$ cat src/rtl/pll_seq_pkg.sv
// Shared types and helpers for the PLL lock sequencer.
package pll_seq_pkg;

  typedef enum logic [1:0] {
    PLL_RST   = 2'd0,
    WAIT_LOCK = 2'd1,
    SETTLE    = 2'd2,
    RUN       = 2'd3
  } pll_state_e;

  localparam int LOSS_W = 8;

  // One counter covers every state, so size it for the longest interval.
  // The extra bit leaves headroom so the terminal value never wraps.
  function automatic int cnt_width(input int a, input int b, input int c);
    int m;
    m = a;
    if (b > m) m = b;
    if (c > m) m = c;
    return $clog2(m) + 1;
  endfunction

endpackage

$ cat src/rtl/pll_lock_sequencer_sync_bit.sv
// N-stage single-bit synchroniser with asynchronous active-low clear.
module sync_bit #(
  parameter int STAGES = 2
) (
  input  logic clk,
  input  logic clr_n,
  input  logic d,
  output logic q
);

  logic [STAGES-1:0] chain;

  // Shift the asynchronous input through the flop chain.
  always_ff @(posedge clk or negedge clr_n) begin
    if (!clr_n) chain <= '0;
    else        chain <= {chain[STAGES-2:0], d};
  end

  assign q = chain[STAGES-1];

endmodule

$ cat src/rtl/pll_lock_sequencer.sv
// PLL lock sequencer: arms an external PLL, qualifies its LOCK output and
// releases the downstream reset once lock has been stable long enough.
// Optional macro PLL_LOSS_COUNT_EN adds loss_count / lock_lost outputs.
module pll_lock_sequencer
  import pll_seq_pkg::*;
#(
  parameter int PLL_RST_CYCLES = 16,
  parameter int LOCK_TIMEOUT   = 65536,
  parameter int SETTLE_CYCLES  = 1024,
  parameter int SYNC_STAGES    = 2,
  parameter int RETRY_W        = 4
) (
  input  logic               clock_in,
  input  logic               reset_n,
  input  logic               pll_lock,
  output logic               pll_resetb,
  output logic               rst_req_n,
  output logic               locked,
  output logic [RETRY_W-1:0] retries
`ifdef PLL_LOSS_COUNT_EN
  ,
  output logic [LOSS_W-1:0]  loss_count,
  output logic               lock_lost
`endif
);

  localparam int CW = cnt_width(PLL_RST_CYCLES, LOCK_TIMEOUT, SETTLE_CYCLES);
  localparam logic [CW-1:0] RST_LAST = CW'(PLL_RST_CYCLES - 1);
  localparam logic [CW-1:0] TO_LAST  = CW'(LOCK_TIMEOUT - 1);
  localparam logic [CW-1:0] SET_LAST = CW'(SETTLE_CYCLES - 1);

  pll_state_e    state;
  logic [CW-1:0] cnt;
  logic          lock_s;
  logic          sync_clr_n;

  // LOCK is meaningless while the PLL is held in reset, so the synchroniser
  // is kept cleared until pll_resetb rises; qualification then always starts
  // from a clean chain on WAIT_LOCK entry.
  assign sync_clr_n = reset_n & pll_resetb;

  sync_bit #(.STAGES(SYNC_STAGES)) u_lock_sync (
    .clk   (clock_in),
    .clr_n (sync_clr_n),
    .d     (pll_lock),
    .q     (lock_s)
  );

  // Sequencer FSM; outputs only change on transitions so they are set there.
  always_ff @(posedge clock_in or negedge reset_n) begin
    if (!reset_n) begin
      state      <= PLL_RST;
      cnt        <= '0;
      pll_resetb <= 1'b0;
      rst_req_n  <= 1'b0;
      locked     <= 1'b0;
      retries    <= '0;
`ifdef PLL_LOSS_COUNT_EN
      loss_count <= '0;
      lock_lost  <= 1'b0;
`endif
    end else begin
      case (state)
        PLL_RST: begin
          if (cnt == RST_LAST) begin
            state      <= WAIT_LOCK;
            cnt        <= '0;
            pll_resetb <= 1'b1;
          end else begin
            cnt <= cnt + 1'b1;
          end
        end
        WAIT_LOCK: begin
          // Lock takes priority over a coincident timeout.
          if (lock_s) begin
            state <= SETTLE;
            cnt   <= '0;
          end else if (cnt == TO_LAST) begin
            state      <= PLL_RST;
            cnt        <= '0;
            pll_resetb <= 1'b0;
            if (retries != '1) retries <= retries + 1'b1;
          end else begin
            cnt <= cnt + 1'b1;
          end
        end
        SETTLE: begin
          // Any dropout forfeits all settle progress.
          if (!lock_s) begin
            state <= WAIT_LOCK;
            cnt   <= '0;
          end else if (cnt == SET_LAST) begin
            state     <= RUN;
            cnt       <= '0;
            rst_req_n <= 1'b1;
            locked    <= 1'b1;
          end else begin
            cnt <= cnt + 1'b1;
          end
        end
        RUN: begin
          // Lock loss drops the downstream reset but leaves the PLL running;
          // only a subsequent timeout re-arms it.
          if (!lock_s) begin
            state     <= WAIT_LOCK;
            cnt       <= '0;
            rst_req_n <= 1'b0;
            locked    <= 1'b0;
`ifdef PLL_LOSS_COUNT_EN
            if (loss_count != '1) loss_count <= loss_count + 1'b1;
            lock_lost <= 1'b1;
`endif
          end
        end
        default: begin
          state      <= PLL_RST;
          cnt        <= '0;
          pll_resetb <= 1'b0;
          rst_req_n  <= 1'b0;
          locked     <= 1'b0;
        end
      endcase
    end
  end

endmodule

$ cat config.mk
export PLATFORM = sky130hd
export DESIGN_NAME = pll_lock_sequencer
export DESIGN_NICKNAME = d
export VERILOG_FILES = /design/src/rtl/pll_seq_pkg.sv /design/src/rtl/pll_lock_sequencer_sync_bit.sv /design/src/rtl/pll_lock_sequencer.sv
export SDC_FILE = /design/constraint.sdc
export NUM_CORES = 1
export LEC_CHECK = 0
export ABC_AREA = 1
export BUFFER_PORTS_ARGS = -buffer_cell sky130_fd_sc_hd__buf_2
export CORE_MARGIN = 5
export CORE_UTILIZATION = 50
export DETAILED_ROUTE_END_ITERATION = 10
export PLACE_DENSITY = 0.68
export SLEW_MARGIN = 10
export SYNTH_ARGS = -nofsm -noshare
export SYNTH_HDL_FRONTEND = slang
export SYNTH_SLANG_ARGS = --single-unit
$ cat constraint.sdc
create_clock -name clock_in -period 0.8 [get_ports clock_in]
set_input_delay 0.16 -clock clock_in [delete_from_list [all_inputs] [get_ports clock_in]]
set_output_delay 0.16 -clock clock_in [all_outputs]
set_load 0.02 [all_outputs]
==> qor.yml, run 1 <==
wl_met3_um: 115
finalHoldViolations: 0
dieArea_um2: 4400
endpoint_kind: "flip-flop"
cts_tree: "done"
rsz0062_at_grt: "yes"
topRoutingLayerUsed: "met4"
fin_crit_sh_pct: 246
seq_area_um2: 676
drtAntennaViolNets: 0
first_pass_iters: 4
drive_gt1_share_pct: 42.4
grt_pass1_wl_um: 6850
wl_met1_um: 1690
gp_congestion: 0.855
path_class: "flip-flop to flip-flop"
cts_root_buf: "clkbuf_4"
dr_total_vias: 1562
via_per_inst: 4.88
leakagePower_nw: 1.26
grt_start_max_net_pins: 19
areaGrowthSynthToFinish_pct: 53.7
power_density_nw_per_um2: 2220
n_antenna_cell: 0
avgRoutedWirePerCell_um: 13.7
violations: "setup timing"
worstPathArrival_ps: 2230
io_pins: 10
synthFlopType: "dfrtp_1"
ctsHtreeMaxLevel: 1
n_fill_cell: 212
p_total_w: 0.00542
synth_nets: 210
slew_headroom_pct: 78.3
routed-wl-met2_um: 2400
finalNetCount: 289
setup_viol: 32
irDropWorstVdd_uv: 2320
cts_sinks: 27
antenna_found_initial: 0
fin_crit_ps: 1960
slew_viol_final: 0
outcome: "complete, but fails checks"
cts_buffers: 3
overflow: 0
route.detailed.drc: 0
fin_setup_tns_ps: -29470
dr.first_iter.drc_count: 65
synth-edff-count: 0
synth-seq-cells: 27
hpwl_um: 2740
fmax_mhz: 509
die_w_um: 66.3
synth.distinct_cells: 25
clk_pin_slew_ps: 160
cp_max_fo: 3
fin_skew_ps: 9.35
netlist_area_um2: 1590
synth_area_per_cell_um2: 8.01
grt_usage_pct: 20.5
finalWirelength_um: 4370
yosys_warnings: 0
clock_path_buffers: 2
yosysSeqAreaShare_pct: 42.6
async_reset_ff_share_pct: 100
grt_pass1_vias: 1605
die_h_um: 66.3
min_path_type: "input pin to asynchronous set/reset pin"
tightest_slew_ps: 323
maxCapViolations: 0
start_kind: "flip-flop"
critPathRequiredTime_ps: 1070
whs_ps: 206
clock_latency_ps: 350
synth_cells: 198
start_util_pct: 51.9
num_rows: 20
setup_ws_ps: -1160
io_buffers: 9
core_area_um2: 3050
multi_input_area_um2: 925
==> registers in the layout, indices dropped and copies added, names as in the netlist <==
name and count:
cnt 17, locked 1, pll_resetb 1, retries 4, state 2, u_lock_sync.chain 2
==> power by group <==
part	switching, W	internal [W]
sequential	0.000129	0.00154
clock	0.000461	0.000192
combinational	0.00165	0.00145
total	0.00224	0.00318
==> critical path, cell delays in order (launching register included) <==
cell and delay [ps]:
dfrtp_1 400, ha_2 210, nand3_4 90, nor3_4 140, nand4_1 150, inv_2 110
ha_4 130, inv_2 40, nor2_2 180, nand2_2 110, buf_4 150, xnor2_1 180
==> per-layer routing <==
| metal | up-vias | global-route usage (%) |
|---|---|---|
| li1 | 775 | - |
| met1 | 743 | 22.3 |
| met2 | 28 | 37.5 |
| met3 | 16 | 3.57 |
| met4 | 0 | 10.2 |
| met5 | - | 0 |
==> path summary, 6_finish.rpt <==
check	startpoint	end	slack, ps	depth (start not counted)
worst min register to register	pll_resetb$_DFFE_PN0P_	u_lock_sync.chain[0]$_DFF_PN0_	330	3
worst min-delay path	reset_n	state[1]$_DFFE_PN0P_	210	2
min in group clock_in	u_lock_sync.chain[0]$_DFF_PN0_	u_lock_sync.chain[1]$_DFF_PN0_	370	0
worst max register to register	cnt[1]$_DFFE_PN0N_	retries[0]$_DFFE_PN0P_	-1160	11
worst max-delay path	cnt[1]$_DFFE_PN0N_	retries[0]$_DFFE_PN0P_	-1160	11
max in group asynchronous	reset_n	cnt[2]$_DFFE_PN0N_	220	3
==> kinds of logic (layout without fill, tap and decap cells) <==
kind of cell | after synthesis | in the layout | synth area share (%)
DFF | 27 | 27 | 42.6
muxes | 1 | 1 | 0.710
buffers and inverters | 27 | 105 | 7.10
xor gates and xnor gates | 11 | 11 | 6.08
adders and majority gates | 9 | 9 | 7.10
AOI/OAI and AO/OA | 12 | 12 | 5.29
and+or+nand+nor | 111 | 111 | 31.1
==> layout make-up <==
type                            instances  share of cell area (%)
Clock buffer                            3                   0.924
Clock inverter                          1                   0.308
Inverter                               25                    3.85
Multi-Input combinational cell        144                    37.9
Sequential cell                        27                    27.7
Tap cell                               44                    2.26
Timing Repair Buffer                   76                    27.0
==> cells in the mapped netlist (4+ instances only) <==
cell | n | area (um2)
dfrtp_1 | 27 | 676
ha_1 | 9 | 113
inv_1 | 25 | 93.8
nand2_1 | 45 | 169
nand2_2 | 7 | 43.8
nand3_1 | 15 | 75.1
nor2_1 | 31 | 116
nor2_2 | 6 | 37.5
o21ai_0 | 6 | 30.0
xnor2_1 | 4 | 35.0
xor2_1 | 7 | 61.3
==> stage by stage <==
step	utilization, %	area (um2)	std cells	setup slack (ps)
after floorplan	-	1600	198	-1000
after global placement	69.2	2110	303	-991
after detailed placement	69.2	2110	303	-1050
after CTS	75.9	2320	316	-1060
after global routing	79.8	2440	320	-1290
final	79.8	2440	320	-1160
==> cells in the final DEF (no fill, tap or decap), types with 3 or more instances in the layout <==
cell	instances
buf_4	57
buf_6	12
clkbuf_4	3
dfrtp_1	27
ha_1	6
inv_1	22
inv_2	3
nand2_1	42
nand2_2	8
nand3_1	14
nor2_1	22
nor2_2	10
nor2_4	5
o21ai_0	4
xnor2_1	4
xor2_1	7
==> repair_timing <==
item	in CTS	in global routing
pin swaps	4	7
gates resized for setup	28	20
cloned	0	1
hold buffers	2	0
endpoints found under the setup margin	32	32
setup buffers	9	6
hold endpoints to repair	28	0
(Power assumes the default switching activity.)
==> run 2, diff against run 1 <==
==> constraint.sdc (replaced) <==
create_clock -name clock_in -period 2.27 [get_ports clock_in]
set_input_delay 0.1135 -clock clock_in [delete_from_list [all_inputs] [get_ports clock_in]]
set_output_delay 0.1135 -clock clock_in [all_outputs]
set_load 0.02 [all_outputs]
==> run 2 against run 1 <==
The run now ends clean. Total power fell by 75%. Utilization is 23 points lower. Register-to-register slack improved by 1400 ps. Die area unchanged. Combinational power shrank 83%. Clock-buffer cell count up 1. First-iteration DRC count down 22%. Sequential power is 64% lower. Critical path type unchanged.
==> qor.yml, run 2 (synthesis gave the netlist of run 1 again) <==
p_total_w: 0.00134  # -75%
start_kind: "flip-flop"
reg.largest.list: "cnt (17), retries (4)"
start_util_pct: 51.9  # unchanged
gp_congestion: 0.854  # -0.12%
grt_start_max_net_pins: 27  # +8
largest_register_ffs: 17  # unchanged
post_dp_cell_area_um2: 1670  # -21%
post_cts_buffers: 0  # -9
grt_pass1_wl_um: 5170  # -25%
die_w_um: 66.3  # unchanged
io_pins: 10  # unchanged
antenna_found_initial: 0  # unchanged
tightest_slew_ps: 586  # +263 ps
min_path_type: "flip-flop to asynchronous set/reset pin"
cts_root_buf: "clkbuf_4"
avgRoutedWirePerCell_um: 11.1  # -19%
slew_viol_final: 0  # unchanged
fin_setup_tns_ps: 0  # +29,470 ps
critPathRequiredTime_ps: 2490  # +1420 ps
overflow: 0  # unchanged
finalNetCount: 225  # -22%
fin_crit_sh_pct: 91.1  # -150 points
cts.repair.resized: 0  # -100%
dr.first_iter.drc_count: 51  # -22%
fmax_mhz: 484  # -4.9%
grt_usage_pct: 15.1  # -5.3 points
cts_tree: "done"
areaGrowthSynthToFinish_pct: 8.52
leakagePower_nw: 0.904  # -28%
path_class: "flip-flop to flip-flop"
postLayoutCellArea_um2: 1720  # -29%
num_rows: 20  # unchanged
clk_pin_slew_ps: 140  # -20 ps
via_per_inst: 4.85  # -0.69%
die_h_um: 66.3  # unchanged
final_cell_mix: "nand2_1, nor2_1, dfrtp_1"
finalWirelength_um: 2840  # -35%
dr_total_vias: 1241  # -21%
dieArea_um2: 4400  # unchanged
outcome: "completed"
ctsHtreeMaxLevel: 1  # unchanged
irDropWorstVdd_uv: 462  # -80%
drtAntennaViolNets: 0  # unchanged
fin_crit_ps: 2070  # +102 ps
rsz0062_at_grt: "no"
n_antenna_cell: 0  # unchanged
slew_headroom_pct: 61.0  # -17 points
regMostFlops: "cnt"
finalHoldViolations: 0  # unchanged
io_buffers: 9  # unchanged
final_util_pct: 56.4  # -23 points
cts_buffers: 3  # unchanged
power_density_nw_per_um2: 776  # -65%
final_common_cell: "nand2_1"
drive_gt1_share_pct: 14.2  # -28 points
setup_viol: 0  # -100%
grt_pass1_vias: 1212  # -24%
hpwl_um: 2200  # -20%
cp_max_fo: 4  # +1
clock_latency_ps: 320  # -30 ps
worstPathArrival_ps: 2280  # +50 ps
maxCapViolations: 0  # unchanged
endpoint_kind: "flip-flop"
route.detailed.drc: 0  # unchanged
clock_path_buffers: 2  # unchanged
cts_sinks: 27  # unchanged
core_area_um2: 3050  # unchanged
fin_skew_ps: 5.82  # -3.53 ps
first_pass_iters: 4  # unchanged
run 2: cell types whose count changed in the layout (fill, tap and decap cells not counted), sizes merged:
cell and change:
buf -63, clkinvlp -1
run 2: metrics by stage:
| step | hold slack (ps) | setup slack (ps) | instances |
|---|---|---|---|
| floorplan | -182 | 427 | 198 |
| CTS | 169 | 186 | 256 |
| detailed placement | 145 | 222 | 250 |
| global placement | 135 | 308 | 250 |
| global route | 231 | 17.4 | 256 |
| finish | 175 | 203 | 256 |
run 2: final timing paths:
check                                                from                             end  slack, ps  depth (start not counted)
setup reg to reg                       cnt[0]$_DFFE_PN0N_          retries[1]$_DFFE_PN0P_        200                         10
min in group clock_in      u_lock_sync.chain[0]$_DFF_PN0_  u_lock_sync.chain[1]$_DFF_PN0_        370                          0
max in group asynchronous                         reset_n  u_lock_sync.chain[0]$_DFF_PN0_       1510                          4
hold / removal                     pll_resetb$_DFFE_PN0P_  u_lock_sync.chain[1]$_DFF_PN0_        180                          2
hold reg to reg                    pll_resetb$_DFFE_PN0P_  u_lock_sync.chain[1]$_DFF_PN0_        180                          2
setup / recovery                       cnt[0]$_DFFE_PN0N_          retries[1]$_DFFE_PN0P_        200                         10
run 2: routing by layer:
layer,track usage (%),vias to the layer above,share of wire [%]
met5,0,-,0
met4,6.09,0,0.67
met3,2.89,2,3.2
met2,24.7,21,49
met1,19.5,576,47
li1,-,642,-
run 2: worst max-delay path: stages (launching register included):
cell     delay [ps]
dfrtp_1         420
ha_1            200
nand3_1         150
nor3_4          190
nand4_1         140
inv_1            90
ha_1            140
inv_1            50
nor2_1          160
nand2_1         140
mux2_2          290
run 2: area by class of cell:
type,instances,area [um2]
timing repair buffer,12,72.6
clock buffer,4,26.3
multi-input combinational,144,797
fill,305,1330
inverter,25,93.8
sequential,27,676
tap,44,55.1
run 2: what timing repair did:
| item | CTS | global route |
|---|---|---|
| hold buffers | 2 | 0 |
| setup endpoints to repair | 0 | 0 |
| endpoints found under the hold margin | 26 | 0 |
run 2: where the power goes:
part	switching [W]	total [W]	internal, W
Combinational	0.000354	0.000532	0.000178
Clock	0.000135	0.000204	0.0000687
Sequential	0.0000575	0.000600	0.000542
Total	0.000546	0.00134	0.000789
==> run 3, diff against run 2 <==
- CORE_MARGIN: 5 -> 3
- PLACE_DENSITY: 0.68 -> 0.7
- clock period: 2.27 -> 1.7 ns (I/O delays scaled with it)
==> run 3 against run 2 <==
The flow now finishes with violations (setup timing). First-iteration DRC count decreased by 27%. Combinational power increased by 100%. Routed wire length increased by 23%. Critical path type unchanged. Largest cell class unchanged. Largest power group is now combinational logic.
==> qor.yml, run 3 (synthesis gave the netlist of run 1 again) <==
route.detailed.drc: 0  # unchanged
via_per_inst: 5.01  # +3.3%
fin_skew_ps: 6.52  # +0.697 ps
min_path_type: "flip-flop to asynchronous set/reset pin"
share_seq_of_total_power_pct: 37.2  # -7.7 points
path_delay_family: "simple AND/OR/NAND/NOR gates"
fmax_mhz: 533  # +10%
clock_latency_ps: 320  # about the same
final_common_cell: "nand2_1"
core_area_um2: 2880  # -5.8%
setup_viol: 24  # +24
io_pins: 10  # unchanged
maxCapViolations: 0  # unchanged
whs_ps: 158  # -16.6 ps
overflow: 0  # unchanged
fin_crit_ps: 1880  # -191 ps
grt_start_max_net_pins: 27  # unchanged
io_buffers: 9  # unchanged
largest_register_ffs: 17  # unchanged
antenna_found_initial: 0  # unchanged
grt_usage_pct: 18.8  # +3.6 points
path_class: "flip-flop to flip-flop"
grt_pass1_vias: 1455  # +20%
leakagePower_nw: 1.07  # +19%
areaGrowthSynthToFinish_pct: 31.7
slew_headroom_pct: 62.3  # +1.3 points
final_util_pct: 72.6  # +16 points
cp.buffers_inverters: 2  # unchanged
fin_crit_sh_pct: 110  # +19 points
startpoint: "cnt[0]$_DFFE_PN0N_"
n_antenna_cell: 0  # unchanged
die_w_um: 62.3  # -6.0%
cts_sinks: 27  # unchanged
gp_congestion: 0.872  # +2.2%
clock_path_buffers: 2  # unchanged
num_rows: 19  # -5.0%
outcome: "complete, but fails checks"
dieArea_um2: 3880  # -12%
endpoint_kind: "flip-flop"
r2r_slack_ps: -180  # -380 ps
cts_tree: "done"
worstPathArrival_ps: 2100  # -180 ps
endpoint: "retries[1]$_DFFE_PN0P_"
grt_pass1_wl_um: 5940  # +15%
intPower_w: 0.00126  # +60%
rsz0062_at_grt: "yes"
p_sw_w: 0.000880  # +61%
power_frac_comb_pct: 49.8  # +10 points
violations: "setup timing"
multi_input_area_um2: 911  # +14%
final_cell_mix: "nand2_1, nor2_1, dfrtp_1"
finalWirelength_um: 3500  # +23%
drtAntennaViolNets: 0  # unchanged
tightest_slew_ps: 566  # -19.5 ps
seq_area_um2: 676  # unchanged
critical_path_depth: 10  # unchanged
rr_endpoint: "retries[1]$_DFFE_PN0P_"
slew_viol_final: 0  # unchanged
clk_pin_slew_ps: 150  # about the same
fin_setup_tns_ps: -3160  # -3160 ps
cp_max_fo: 3  # -1
regMostFlops: "cnt"
dr.first_iter.drc_count: 37  # -27%
ctsHtreeMaxLevel: 1  # unchanged
cts_root_buf: "clkbuf_4"
finalNetCount: 255  # +13%
first_pass_iters: 4  # unchanged
p_clk_share_pct: 13.0  # -2.3 points
avgRoutedWirePerCell_um: 12.3  # +11%
critPathRequiredTime_ps: 1920  # -570 ps
reg2reg_depth: 10  # unchanged
irDropWorstVdd_uv: 843  # +82%
max_stage_delay_ps: 420  # about the same
crit_chain: "ha_4 > nand3_4 > nor3_4 > nand4_1 > inv_2 > ha_4 > inv_2 > nor2_4 > nand2_2 > mux2_2"
regToRegStartpoint: "cnt[0]$_DFFE_PN0N_"
drive_gt1_share_pct: 33.1  # +19 points
cts_buffers: 3  # unchanged
start_util_pct: 55.1  # +3.2 points
slowest_stage: "dfrtp_1"
die_h_um: 62.3  # -6.0%
setup_ws_ps: -176  # -379 ps
hpwl_um: 2390  # +9.0%
start_kind: "flip-flop"
finalHoldViolations: 0  # unchanged
reg.largest.list: "cnt (17), retries (4)"
n_fill_cell: 227  # -26%
sw_frac_of_total_pct: 41.1  # +0.21 points
power_density_nw_per_um2: 1030  # +32%
dr_total_vias: 1422  # +15%
[run 3: cell types whose count changed in the layout (fill, tap and decap cells not counted), sizes merged]
cell	change
clkinv	+1
clkbuf	-1
buf	+30
[run 3: layout make-up]
class	count	area share (%)
clock buffer	3	1.08
sequential	27	32.4
clock inverter	1	0.240
inverter	25	4.61
multi-input combinational	144	43.6
timing repair buffer	42	15.6
tap	42	2.52
[run 3: worst min-delay path by stage]
stage	start	endpoint	slack [ps]
CTS	pll_resetb$_DFFE_PN0P_	u_lock_sync.chain[0]$_DFF_PN0_	160
floorplan	reset_n	cnt[0]$_DFFE_PN0N_	-210
global route	pll_resetb$_DFFE_PN0P_	u_lock_sync.chain[0]$_DFF_PN0_	200
finish	pll_resetb$_DFFE_PN0P_	u_lock_sync.chain[0]$_DFF_PN0_	160
global placement	reset_n	state[0]$_DFFE_PN0P_	110
detailed placement	reset_n	state[0]$_DFFE_PN0P_	110
[run 3: repair_timing]
action,4_1_cts,5_1_grt
endpoints found under the hold margin,26,0
hold buffers,2,0
gates resized for setup,18,12
setup endpoints to repair,24,24
buffers inserted,25,2
pin swaps,4,3
[run 3: worst register-to-register path: cells and delay by family (launching register included)]
kind          cells  cell delay (ps)
simple gates      5              630
flops             1              420
fa+ha+maj         2              290
mux               1              280
buf+inv           2              150
[run 3: power by group through the flow]
stage,combinational (W),clock [W],sequential (W)
2_1_floorplan,0.000562,0,0.000816
3_3_place_gp,0.000863,0,0.000788
3_5_place_dp,0.000883,0,0.000793
4_1_cts,0.000995,0.000290,0.000797
5_1_grt,0.00117,0.000322,0.000807
6_report,0.00107,0.000278,0.000797
[run 3: metal layers]
layer  GRT usage [%]  routed length, um  vias to the layer above
met4            11.0                109                        0
met5               0                  0                        -
li1                -                  -                      709
met3            3.42                106                       14
met1            22.7               1550                      661
met2            31.2               1730                       38
[run 3: through the flow]
step / cell area (um2) / total power [W] / cells / worst slack [ps]
6_report: 2090 / 0.00214 / 284 / -176
5_1_grt: 2090 / 0.00230 / 284 / -250
4_1_cts: 2020 / 0.00208 / 282 / -138
3_5_place_dp: 1880 / 0.00168 / 272 / -164
3_3_place_gp: 1880 / 0.00165 / 272 / -80.5
2_1_floorplan: 1600 / 0.00138 / 198 / -103
